<file path="src/rtl/kd_tree_pkg.sv">
// kd_tree_pkg: definitions shared by the kd-tree node array and its loader.
// Holds the node bus widths, the node command encodings, the loader error
// codes and the loader state type.
package kd_tree_pkg;

    localparam int COMMAND_SIZE = 5;
    localparam int DATA_SIZE    = 24;

    // Node command encodings on the command buses
    localparam logic [COMMAND_SIZE-1:0] CMD_NOP              = 5'h00;
    localparam logic [COMMAND_SIZE-1:0] CMD_CENTER_FILL      = 5'h01;
    localparam logic [COMMAND_SIZE-1:0] CMD_CENTER_FILL_DONE = 5'h05;
    localparam logic [COMMAND_SIZE-1:0] CMD_START_SORTING    = 5'h09;
    localparam logic [COMMAND_SIZE-1:0] CMD_VALID_SORT       = 5'h0f;
    localparam logic [COMMAND_SIZE-1:0] CMD_RST_DONE         = 5'h1e;
    localparam logic [COMMAND_SIZE-1:0] CMD_RST              = 5'h1f;

    // Loader error codes reported on err_code
    localparam logic [1:0] ERR_NONE          = 2'b00;
    localparam logic [1:0] ERR_RST_TIMEOUT   = 2'b01;
    localparam logic [1:0] ERR_MEM_EXHAUSTED = 2'b10;
    localparam logic [1:0] ERR_SORT_TIMEOUT  = 2'b11;

    typedef enum logic [2:0] {
        ST_IDLE       = 3'd0,
        ST_TREE_RST   = 3'd1,
        ST_PREFETCH   = 3'd2,
        ST_FILL       = 3'd3,
        ST_SORT_START = 3'd4,
        ST_SORT_WAIT  = 3'd5,
        ST_ERR        = 3'd6
    } loader_state_t;

endpackage

</file>
<file path="src/rtl/kd_tree_loader_if.sv">
// kd_tree_loader_if: source-memory read port plus the root node's top port.
//   mem_addr          : read address presented to the centre/pixel memory
//   mem_rdata         : memory data, valid one cycle after mem_addr
//   command_to_root   : command into the root node (command_from_top)
//   data_to_root      : data into the root node (data_from_top)
//   command_from_root : root node response (command_to_top)
// master = loader side, slave = memory/root side.
interface kd_tree_loader_if
    import kd_tree_pkg::*;
#(
    parameter int ADDR_W = 5
) ();

    logic [ADDR_W-1:0]       mem_addr;
    logic [DATA_SIZE-1:0]    mem_rdata;
    logic [COMMAND_SIZE-1:0] command_to_root;
    logic [DATA_SIZE-1:0]    data_to_root;
    logic [COMMAND_SIZE-1:0] command_from_root;

    modport master (
        output mem_addr,
        input  mem_rdata,
        output command_to_root,
        output data_to_root,
        input  command_from_root
    );

    modport slave (
        input  mem_addr,
        output mem_rdata,
        input  command_to_root,
        input  data_to_root,
        output command_from_root
    );

endinterface

</file>
<file path="src/rtl/kd_ack_timer.sv">
// kd_ack_timer: saturating cycle counter used to bound waits for a root
// acknowledge.
//   clk, reset : clock and synchronous active-high reset
//   clr        : restart the count from zero on the next edge
//   expired    : count has reached TIMEOUT (holds there until cleared)
module kd_ack_timer #(
    parameter int TIMEOUT = 1023,
    parameter int TO_W    = 10
) (
    input  logic clk,
    input  logic reset,
    input  logic clr,
    output logic expired
);

    logic [TO_W-1:0] count_r;

    // Count cycles since the last clear, holding at TIMEOUT
    always_ff @(posedge clk) begin
        if (reset) begin
            count_r <= '0;
        end else if (clr) begin
            count_r <= '0;
        end else if (count_r != TO_W'(TIMEOUT)) begin
            count_r <= count_r + TO_W'(1);
        end else begin
            count_r <= count_r;
        end
    end

    assign expired = (count_r == TO_W'(TIMEOUT));

endmodule

</file>
<file path="src/rtl/kd_tree_loader.sv">
// kd_tree_loader: bring-up controller for the kd-tree node array. On start it
// resets the tree, streams DATA_NUM-bounded centres from memory into the root
// with center_fill, launches sorting and waits for valid_sort.
//   clk, reset : clock, synchronous active-high reset
//   start      : one-cycle run request, honoured only while idle
//   bus        : memory read port and root node top port (master side)
//   busy       : high whenever not idle
//   done       : one-cycle pulse on a successful sort
//   error      : sticky failure flag, cleared by reset or an accepted start
//   err_code   : cause of the last failure
module kd_tree_loader
    import kd_tree_pkg::*;
#(
    parameter int DATA_NUM = 20,
    parameter int ADDR_W   = 5,
    parameter int TIMEOUT  = 1023,
    parameter int TO_W     = 10
) (
    input  logic                    clk,
    input  logic                    reset,
    input  logic                    start,
    kd_tree_loader_if.master        bus,
    output logic                    busy,
    output logic                    done,
    output logic                    error,
    output logic [1:0]              err_code
);

    // One extra bit so the address and word count can hold DATA_NUM itself
    localparam int AW1 = ADDR_W + 1;
    localparam logic [AW1-1:0] LAST_WORD = AW1'(DATA_NUM);

    loader_state_t  state_r;
    logic [AW1-1:0] addr_r;
    logic [AW1-1:0] fill_cnt_r;
    logic           timer_clr_s;
    logic           timer_expired_s;
    logic           rsp_rst_done_s;
    logic           rsp_fill_done_s;
    logic           rsp_valid_sort_s;

    assign rsp_rst_done_s   = (bus.command_from_root == CMD_RST_DONE);
    assign rsp_fill_done_s  = (bus.command_from_root == CMD_CENTER_FILL_DONE);
    assign rsp_valid_sort_s = (bus.command_from_root == CMD_VALID_SORT);
    assign bus.mem_addr     = addr_r[ADDR_W-1:0];

    // Timer runs only inside a wait state and restarts on every state change
    always_comb begin
        timer_clr_s = 1'b1;
        case (state_r)
            ST_TREE_RST: begin
                if (rsp_rst_done_s || timer_expired_s) begin
                    timer_clr_s = 1'b1;
                end else begin
                    timer_clr_s = 1'b0;
                end
            end
            ST_SORT_WAIT: begin
                if (rsp_valid_sort_s || timer_expired_s) begin
                    timer_clr_s = 1'b1;
                end else begin
                    timer_clr_s = 1'b0;
                end
            end
            default: timer_clr_s = 1'b1;
        endcase
    end

    kd_ack_timer #(
        .TIMEOUT (TIMEOUT),
        .TO_W    (TO_W)
    ) u_ack_timer (
        .clk     (clk),
        .reset   (reset),
        .clr     (timer_clr_s),
        .expired (timer_expired_s)
    );

    // Loader sequencer: state plus every registered output
    always_ff @(posedge clk) begin
        if (reset) begin
            state_r             <= ST_IDLE;
            bus.command_to_root <= CMD_NOP;
            bus.data_to_root    <= '0;
            addr_r              <= '0;
            fill_cnt_r          <= '0;
            busy                <= 1'b0;
            done                <= 1'b0;
            error               <= 1'b0;
            err_code            <= ERR_NONE;
        end else begin
            done                <= 1'b0;
            bus.command_to_root <= CMD_NOP;
            bus.data_to_root    <= '0;
            case (state_r)
                ST_IDLE: begin
                    if (start) begin
                        state_r             <= ST_TREE_RST;
                        bus.command_to_root <= CMD_RST;
                        busy                <= 1'b1;
                        error               <= 1'b0;
                        err_code            <= ERR_NONE;
                    end else begin
                        busy <= 1'b0;
                    end
                end
                ST_TREE_RST: begin
                    if (rsp_rst_done_s) begin
                        state_r    <= ST_PREFETCH;
                        addr_r     <= '0;
                        fill_cnt_r <= '0;
                    end else if (timer_expired_s) begin
                        state_r  <= ST_ERR;
                        error    <= 1'b1;
                        err_code <= ERR_RST_TIMEOUT;
                    end else begin
                        bus.command_to_root <= CMD_RST;
                    end
                end
                ST_PREFETCH: begin
                    // Word 0 is read this cycle; word 1 is requested on entry to FILL
                    state_r <= ST_FILL;
                    addr_r  <= AW1'(1);
                end
                ST_FILL: begin
                    // A same-cycle center_fill_done beats issuing another word
                    if (rsp_fill_done_s) begin
                        state_r             <= ST_SORT_START;
                        bus.command_to_root <= CMD_START_SORTING;
                    end else if (fill_cnt_r == LAST_WORD) begin
                        state_r  <= ST_ERR;
                        error    <= 1'b1;
                        err_code <= ERR_MEM_EXHAUSTED;
                    end else begin
                        bus.command_to_root <= CMD_CENTER_FILL;
                        bus.data_to_root    <= bus.mem_rdata;
                        fill_cnt_r          <= fill_cnt_r + AW1'(1);
                        if (addr_r != LAST_WORD) begin
                            addr_r <= addr_r + AW1'(1);
                        end else begin
                            addr_r <= addr_r;
                        end
                    end
                end
                ST_SORT_START: begin
                    state_r <= ST_SORT_WAIT;
                end
                ST_SORT_WAIT: begin
                    if (rsp_valid_sort_s) begin
                        state_r <= ST_IDLE;
                        done    <= 1'b1;
                        busy    <= 1'b0;
                    end else if (timer_expired_s) begin
                        state_r  <= ST_ERR;
                        error    <= 1'b1;
                        err_code <= ERR_SORT_TIMEOUT;
                    end else begin
                        state_r <= ST_SORT_WAIT;
                    end
                end
                ST_ERR: begin
                    state_r <= ST_IDLE;
                    busy    <= 1'b0;
                end
                default: begin
                    state_r <= ST_IDLE;
                    busy    <= 1'b0;
                end
            endcase
        end
    end

endmodule

</file>
<file path="src/flat_wrapper.sv">
// flat-port wrapper written by rule: the top's interface ports become plain ports
module kd_tree_loader_flat import kd_tree_pkg::*;
#(
    parameter int DATA_NUM = 20,
    parameter int ADDR_W   = 5,
    parameter int TIMEOUT  = 1023,
    parameter int TO_W     = 10
)
  (clk, reset, start, busy, done, error, err_code, bus_mem_addr, bus_mem_rdata, bus_command_to_root, bus_data_to_root, bus_command_from_root);
  kd_tree_loader_if #(.ADDR_W(ADDR_W)) bus_i ();
  input  logic clk;
  input  logic reset;
  input  logic start;
  output logic busy;
  output logic done;
  output logic error;
  output logic [1:0] err_code;
  output wire logic [$bits(bus_i.mem_addr)-1:0] bus_mem_addr;
  input wire logic [$bits(bus_i.mem_rdata)-1:0] bus_mem_rdata;
  output wire logic [$bits(bus_i.command_to_root)-1:0] bus_command_to_root;
  output wire logic [$bits(bus_i.data_to_root)-1:0] bus_data_to_root;
  input wire logic [$bits(bus_i.command_from_root)-1:0] bus_command_from_root;
  assign bus_mem_addr = bus_i.mem_addr;
  assign bus_i.mem_rdata = bus_mem_rdata;
  assign bus_command_to_root = bus_i.command_to_root;
  assign bus_data_to_root = bus_i.data_to_root;
  assign bus_i.command_from_root = bus_command_from_root;
  kd_tree_loader #(.DATA_NUM(DATA_NUM), .ADDR_W(ADDR_W), .TIMEOUT(TIMEOUT), .TO_W(TO_W)) u_core (.clk(clk), .reset(reset), .start(start), .bus(bus_i), .busy(busy), .done(done), .error(error), .err_code(err_code));
endmodule
</file>
<file path="config.mk">
export PLATFORM = sky130hd
export DESIGN_NAME = kd_tree_loader_flat
export DESIGN_NICKNAME = d
export VERILOG_FILES = /design/src/rtl/kd_tree_pkg.sv /design/src/rtl/kd_tree_loader_if.sv /design/src/rtl/kd_ack_timer.sv /design/src/rtl/kd_tree_loader.sv /design/src/flat_wrapper.sv
export SDC_FILE = /design/constraint.sdc
export NUM_CORES = 1
export LEC_CHECK = 0
export BUFFER_PORTS_ARGS = -buffer_cell sky130_fd_sc_hd__buf_4
export CORE_UTILIZATION = 46
export CTS_CLUSTER_DIAMETER = 120
export DETAILED_ROUTE_END_ITERATION = 16
export PLACE_DENSITY = 0.74
export SLEW_MARGIN = 30
export SYNTH_ARGS = -nofsm -noshare
export SYNTH_HDL_FRONTEND = slang
export SYNTH_HIERARCHICAL = 1
export SYNTH_SLANG_ARGS = --single-unit
</file>
<file path="constraint.sdc">
create_clock -name clk -period 2.08 [get_ports clk]
set_input_delay 0.416 -clock clk [delete_from_list [all_inputs] [get_ports clk]]
set_output_delay 0.416 -clock clk [all_outputs]
set_load 0.01 [all_outputs]
</file>
After elaboration in Yosys (flattened, before gate mapping). Cells that the tools add are included.

Add/sub/neg operators: 3. Eq/ne operators: 25. Muxes and demuxes: 44. Bitwise operators: 3. Reductions and logical operators: 16.

Operator list (count): $mux 6 (6); $mux 5 (4); $mux 3 (6); $pmux 3 s6 (1); $pmux 6 s3 (1); $mux 2 (8); $pmux 5 s3 (1); $add 6x1->6 const B (2); $mux 1 (12); $ne 2x1->1 const B (6); $pmux 6 s2 (1); $add 10x1->10 const B (1); $eq 10x10->1 const B (1); $ne 10x10->1 const B (1); $ne 2x2->1 const B (5); $pmux 2 s4 (1); $reduce_and 8->1 (1); $reduce_or 4->1 (2); $eq 3x2->1 const B (2); $eq 3x3->1 const B (2); $eq 6x5->1 const B (1); $ne 3x1->1 const B (2); $ne 6x5->1 const B (1); $reduce_and 6->1 (1); other kinds (18) (22).

Flip-flop bits (word level): 59. Bits of input ports: 32. Output and inout bits: 39. Word-level logic and storage cells: 101.

Longest topological paths before layout.
Depth in word-level cells: 5. Mapped depth: 11. Depth with buffers taken out: 9.

By module. Netlist, hierarchy kept.

Modules (own cells, without submodules): kd_tree_loader (times used 1, cells each 228, area an instance 2115.8 um2, sequential area each 940.9 um2); kd_ack_timer (times used 1, cells each 56, area an instance 506.7 um2, sequential area each 200.2 um2).

Least setup slack after synthesis. OpenSTA, ideal clock, no wires.

Kind: register to register. From: register u_core.u_ack_timer.count_r[0]. To: register u_core.u_ack_timer.count_r[3]. Library setup time: 0.122 ns. Arrival time: 2.111 ns. Data required time: 1.958 ns. Setup slack: -0.153 ns. Cell stages (with the launch flop): 12. Path buffers: 2. Period minus slack after synthesis: 2.233 ns. Path through: dfxtp_1 ha_1 nand2_1 or3_1 buf_6 inv_2 nor2_1 o211ai_1 or2_2 clkbuf_1 nor4_1 a311o_1.

Longest elaborated chain between the ends: 5. Elaborated cells on any way between the ends: 9. Those cells by class: add/sub (1); eq/ne (2); mux (3); reduce/logical (3).

RTL lines: start, declared (RTL line kd_ack_timer.sv:16) `logic [TO_W-1:0] count_r;`; start signal, assigned (RTL line kd_ack_timer.sv:25) `count_r <= count_r + TO_W'(1);`; start signal, assigned (RTL line kd_ack_timer.sv:27) `count_r <= count_r;`; $eq 10x10->1 (*) (RTL line kd_ack_timer.sv:31) `assign expired = (count_r == TO_W'(TIMEOUT));`; via u_core.timer_expired_s (RTL line kd_tree_loader.sv:37) `logic timer_expired_s;`; $logic_or 1x1->1 (on tied branches) (RTL line kd_tree_loader.sv:59, kd_tree_loader.sv:52); $mux 1 (on tied branches) (RTL line kd_tree_loader.sv:59, kd_tree_loader.sv:52); $pmux 1 s2 (*) (RTL line kd_tree_loader.sv:50) `case (state_r)`; via u_core.timer_clr_s (RTL line kd_tree_loader.sv:36) `logic timer_clr_s;`; $reduce_or 2->1 (no line) (*).

The timed path passes the listed nets; every way through them passes the cells marked *. A chain may end at the register's enable or synchronous reset.

Worst setup path after layout.
From: register u_core.fill_cnt_r[0]. To: register u_core.err_code[0].

Longest elaborated chain between the ends: 3.

RTL lines: start, declared (RTL line kd_tree_loader.sv:35) `logic [AW1-1:0] fill_cnt_r;`; start signal, assigned (RTL line kd_tree_loader.sv:137) `fill_cnt_r <= fill_cnt_r + AW1'(1);`; $eq 6x5->1 (RTL line kd_tree_loader.sv:130) `end else if (fill_cnt_r == LAST_WORD) begin`; $ne 2x1->1 (no line); $reduce_and 8->1 (no line); end signal, assigned (RTL line kd_tree_loader.sv:115) `err_code <= ERR_RST_TIMEOUT;`; end signal, assigned (RTL line kd_tree_loader.sv:133) `err_code <= ERR_MEM_EXHAUSTED;`; end signal, assigned (RTL line kd_tree_loader.sv:156) `err_code <= ERR_SORT_TIMEOUT;`; end, declared (RTL line kd_tree_loader.sv:26) `output logic [1:0] err_code`.

No other way between the ends.

==> results summary <==
For this design the ratio of total power to cell area is 780.7 nW/um2. The count of cells along the worst register-to-register path came out at 7. The kind of cell adding the most delay to the critical path is simple AND/OR/NAND/NOR gates. The via count of the first global-routing pass was 2204. The fraction of power spent switching nets came out at 27.93%. For this block, the routed nets add up to 6.170 mm of wire. For this run, the detailed router's first-pass iteration total came to 4.

The sequential fraction of the synthesis area came out at 43.51%. The critical path goes through inv_1 -> ha_1 -> and4bb_1 -> nand2_2 -> o21ai_1 -> a21oi_1 -> nor4b_1. The tool flagged a number of max-cap violations equal to 0.

Summed over all nets, the switching power comes to 742.0 uW. In this run the critical register-to-register path is captured at u_core/err_code[0]. Cell internal power was estimated by the tool at 1915 uW. The total placed cells including tap cells is 415. The endpoint arrival time on the critical path came out at 2.16 ns. The final hold violation count is 0. The wire length of the first global-routing pass came out at 10.15 mm. The share of the synthesized area in the top cell type came out at 43.51%.

The power share of the combinational group is 17.6%. The number of library cell types mapped by synthesis came out at 64. The latest clock arrival within the worst-skew pair came out at 0.33 ns.

The number of cell rows is 27. The cell count after synthesis came out at 284. Based on the critical path, the design can be clocked at up to 516.1 MHz. The number of clock sinks is 57.

The total buffers and inverters traversed by the critical path is 1. From synthesis to final layout, the design area changed by 29.77%. The worst voltage drop across the vdd grid came out at 0.5041 mV. The root buffer cell is clkbuf_8.

From left edge to right edge, the die measures 77.51 um. The post-CTS setup buffer count came out at 0. The critical path is of the reg2reg type.

The routability congestion estimate is 0.9267. The pin count of the biggest net entering global routing is 31. The routed via count came out at 2378. The data required time at the worst endpoint is 2.30 ns. The worst slew margin relative to its limit is 59.74%. The synthesized design spends more area on one cell type than any other, namely dfxtp_1. The fraction of layout cells with a size suffix above 1 is 32.31%. The setup total negative slack came out at 0 ns. The synthesized netlist occupies a cell area of 2623 um2. TritonCTS built the clock tree. The buffer levels on the longest clock path came out at 2. The detailed router finished its first iteration with 126 violations. The average via count per standard cell came out at 5.517. The hold slack is 0.3025 ns. The actual slew at the worst max-slew pin came out at 0.5946 ns. The height of the die came out at 77.51 um. The max-slew violation count is 0. The die covers 6007 um2. In the layout the commonest cells are buf_4 (78), dfxtp_1 (54), and3_1 (28), nor2_1 (21), a21oi_1 (21). The flow ran to the end, and the final reports show no timing, DRC or antenna violations. The peak per-stage delay on the critical path is 0.35 ns.

Yosys attributes the largest share of cell area to dfxtp_1 (44%), and3_1 (6.7%), a21oi_1 (4.0%). The total nets after synthesis is 321. In this run, the clock network consumes 38.2% of the power. The register bit count reported by yosys is 57.

The number of buffers inserted by hold repair at cts came out at 0. Buffers placed on the I/O ports in this run total 70. The H-tree level count came out at 3. The number of antenna violations at the first check in global routing is 0. The number of antenna cells inserted came out at 0.

For this configuration, the core starts out at a cell density of 47.63%. Across all setup checks in the final design, the least slack found is 0.1423 ns. Averaged over all synthesized cells, the footprint is 9.234 um2. The worst register-to-register path begins at u_core/fill_cnt_r[0]. In this run the worst setup path terminates at u_core/err_code[0]. Leaving out fill and tap cells, the most frequent cell in the layout is buf_4. The total number of yosys warnings came out at 6. The worst-case setup slack after placement came out at 0.08401 ns.

The clock period minus final worst setup slack is 1.938 ns. The CTS buffer count is 9. The slowest stage of the critical path belongs to the cell dfxtp_1. The worst setup path is captured at a register. The main flop type after synthesis is dfxtp_1. The total of cells resized after clock tree synthesis came out at 0.

The count of flip-flops with a built-in enable after synthesis came out at 0. The number of failing setup endpoints in the final timing report is 0. The final design utilization came out at 61.80%. The leakage power of the design is 0.001504 uW. In this run the worst path has a maximum fanout of 7. The count of nets left with antenna violations after detail routing came out at 0. Sequential cells account for 44.2% of the total power. The final worst-path cycle share came out at 93.16%. The clock transition at the register clock pins on the worst setup and hold paths after CTS is 0.07 ns.

The standard cell core area is 5507 um2. The net count reported at finish came out at 391. STA classifies the critical path startpoint as a register.

The placed wire-length estimate came out at 4.394 mm. The average wire per cell in the routed design is 14.32 um. The min-delay analysis places its worst path in the category in2reg. The number of placed I/O pins came out at 71. The clock arrives with 0.007837 ns of skew. The proportion of register bits with asynchronous set or reset after synthesis came out at 0%. Setup repair after global routing left no endpoint under its margin.

The critical path crosses 7 cells after its start point. The overall fraction of global-route tracks in use is 21.23%. The internal reg-to-reg setup slack is 0.14 ns. The final cell count without fillers came out at 431. The total DRC errors in the routed layout is 0.

After global routing the overflow that remains totals 0. The most critical setup path has its startpoint at u_core/fill_cnt_r[0].
-- cell families (layout without fill, tap and decap cells) --
group | after synthesis | after routing | share of synthesized area, %
AO/OA/AOI/OAI | 57 | 57 | 15.79
flip-flops | 57 | 57 | 43.51
buffers and inverters | 32 | 107 | 6.393
adder cells (fa/ha/maj) | 5 | 5 | 2.385
multiplexers | 5 | 5 | 2.004
XOR/XNOR | 4 | 4 | 1.336
AND/OR/NAND/NOR | 124 | 124 | 28.58
-- layer usage --
metal  share of wire [%]  vias up  track usage [%]
met5                   0        -                0
met4                0.78        0            9.057
met3                 6.0        7            5.529
met2                  49       78            35.22
met1                  44     1124            25.86
li1                    -     1169                -
-- worst min-delay path by stage --
stage | from | endpoint | depth (start not counted)
global route | bus_mem_rdata[9] | u_core/bus.data_to_root[9] | 2
CTS | bus_mem_rdata[1] | u_core/bus.data_to_root[1] | 2
floorplan | u_core/u_ack_timer/count_r[9] | u_core/u_ack_timer/count_r[9] | 1
global placement | u_core/u_ack_timer/count_r[1] | u_core/u_ack_timer/count_r[1] | 2
finish | bus_mem_rdata[10] | u_core/bus.data_to_root[10] | 2
detailed placement | u_core/busy | u_core/busy | 2
-- metrics by stage --
stage               cell area, um2  total power [uW]
global placement              3191              1653
CTS                           3386              2692
finish                        3403              2657
floorplan                     2640              1494
detailed placement            3191              1662
global route                  3403              2793
-- cell usage after synthesis, types with 4 or more instances --
library cell  instances
and2_1                4
ha_1                  5
nand3_1               7
nor3_1                7
nand4_1               4
clkbuf_1              8
inv_1                11
nand2_1              17
nor2_1               22
and3_1               28
o21ai_0               7
buf_4                 8
a21oi_1              21
o32ai_1               4
dfxtp_1              57
-- final cells by class --
| class | count | area (um2) |
|---|---|---|
| fillers | 495 | 2103 |
| multi-input cells | 195 | 1326 |
| flip-flops and latches | 57 | 1147 |
| repair buffers | 79 | 596.8 |
| clock buffers | 10 | 127.6 |
| well taps | 72 | 90.09 |
| clock inverters | 6 | 67.56 |
| inverters | 12 | 47.55 |
-- worst reg2reg max path: cells and delay by family, from the launching register on --
family | cells | cell delay (ns)
AND/OR/NAND/NOR | 3 | 0.73
AO/OA/AOI/OAI | 2 | 0.48
flip-flops | 1 | 0.35
adder cells (fa/ha/maj) | 1 | 0.16
buffers and inverters | 1 | 0.10
-- power groups by stage --
| stage | sequential [uW] | combinational, uW | clock, uW |
|---|---|---|---|
| after global routing | 1180 | 512 | 1100 |
| after detailed placement | 1200 | 463 | 0 |
| after CTS | 1170 | 465 | 1050 |
| final | 1170 | 468 | 1010 |
| after global placement | 1200 | 456 | 0 |
| after floorplan | 1200 | 290 | 0 |
-- registers in the layout, indices dropped and copies added (netlist names), 2 cells and up --
register and count:
u_core/bus.data_to_root 24, u_core/state_r 3, u_core/bus.command_to_root 3, u_core/err_code 2, u_core/fill_cnt_r 6, u_core/u_ack_timer/count_r 10, u_core/addr_r 6
(Power assumes the default switching activity.)
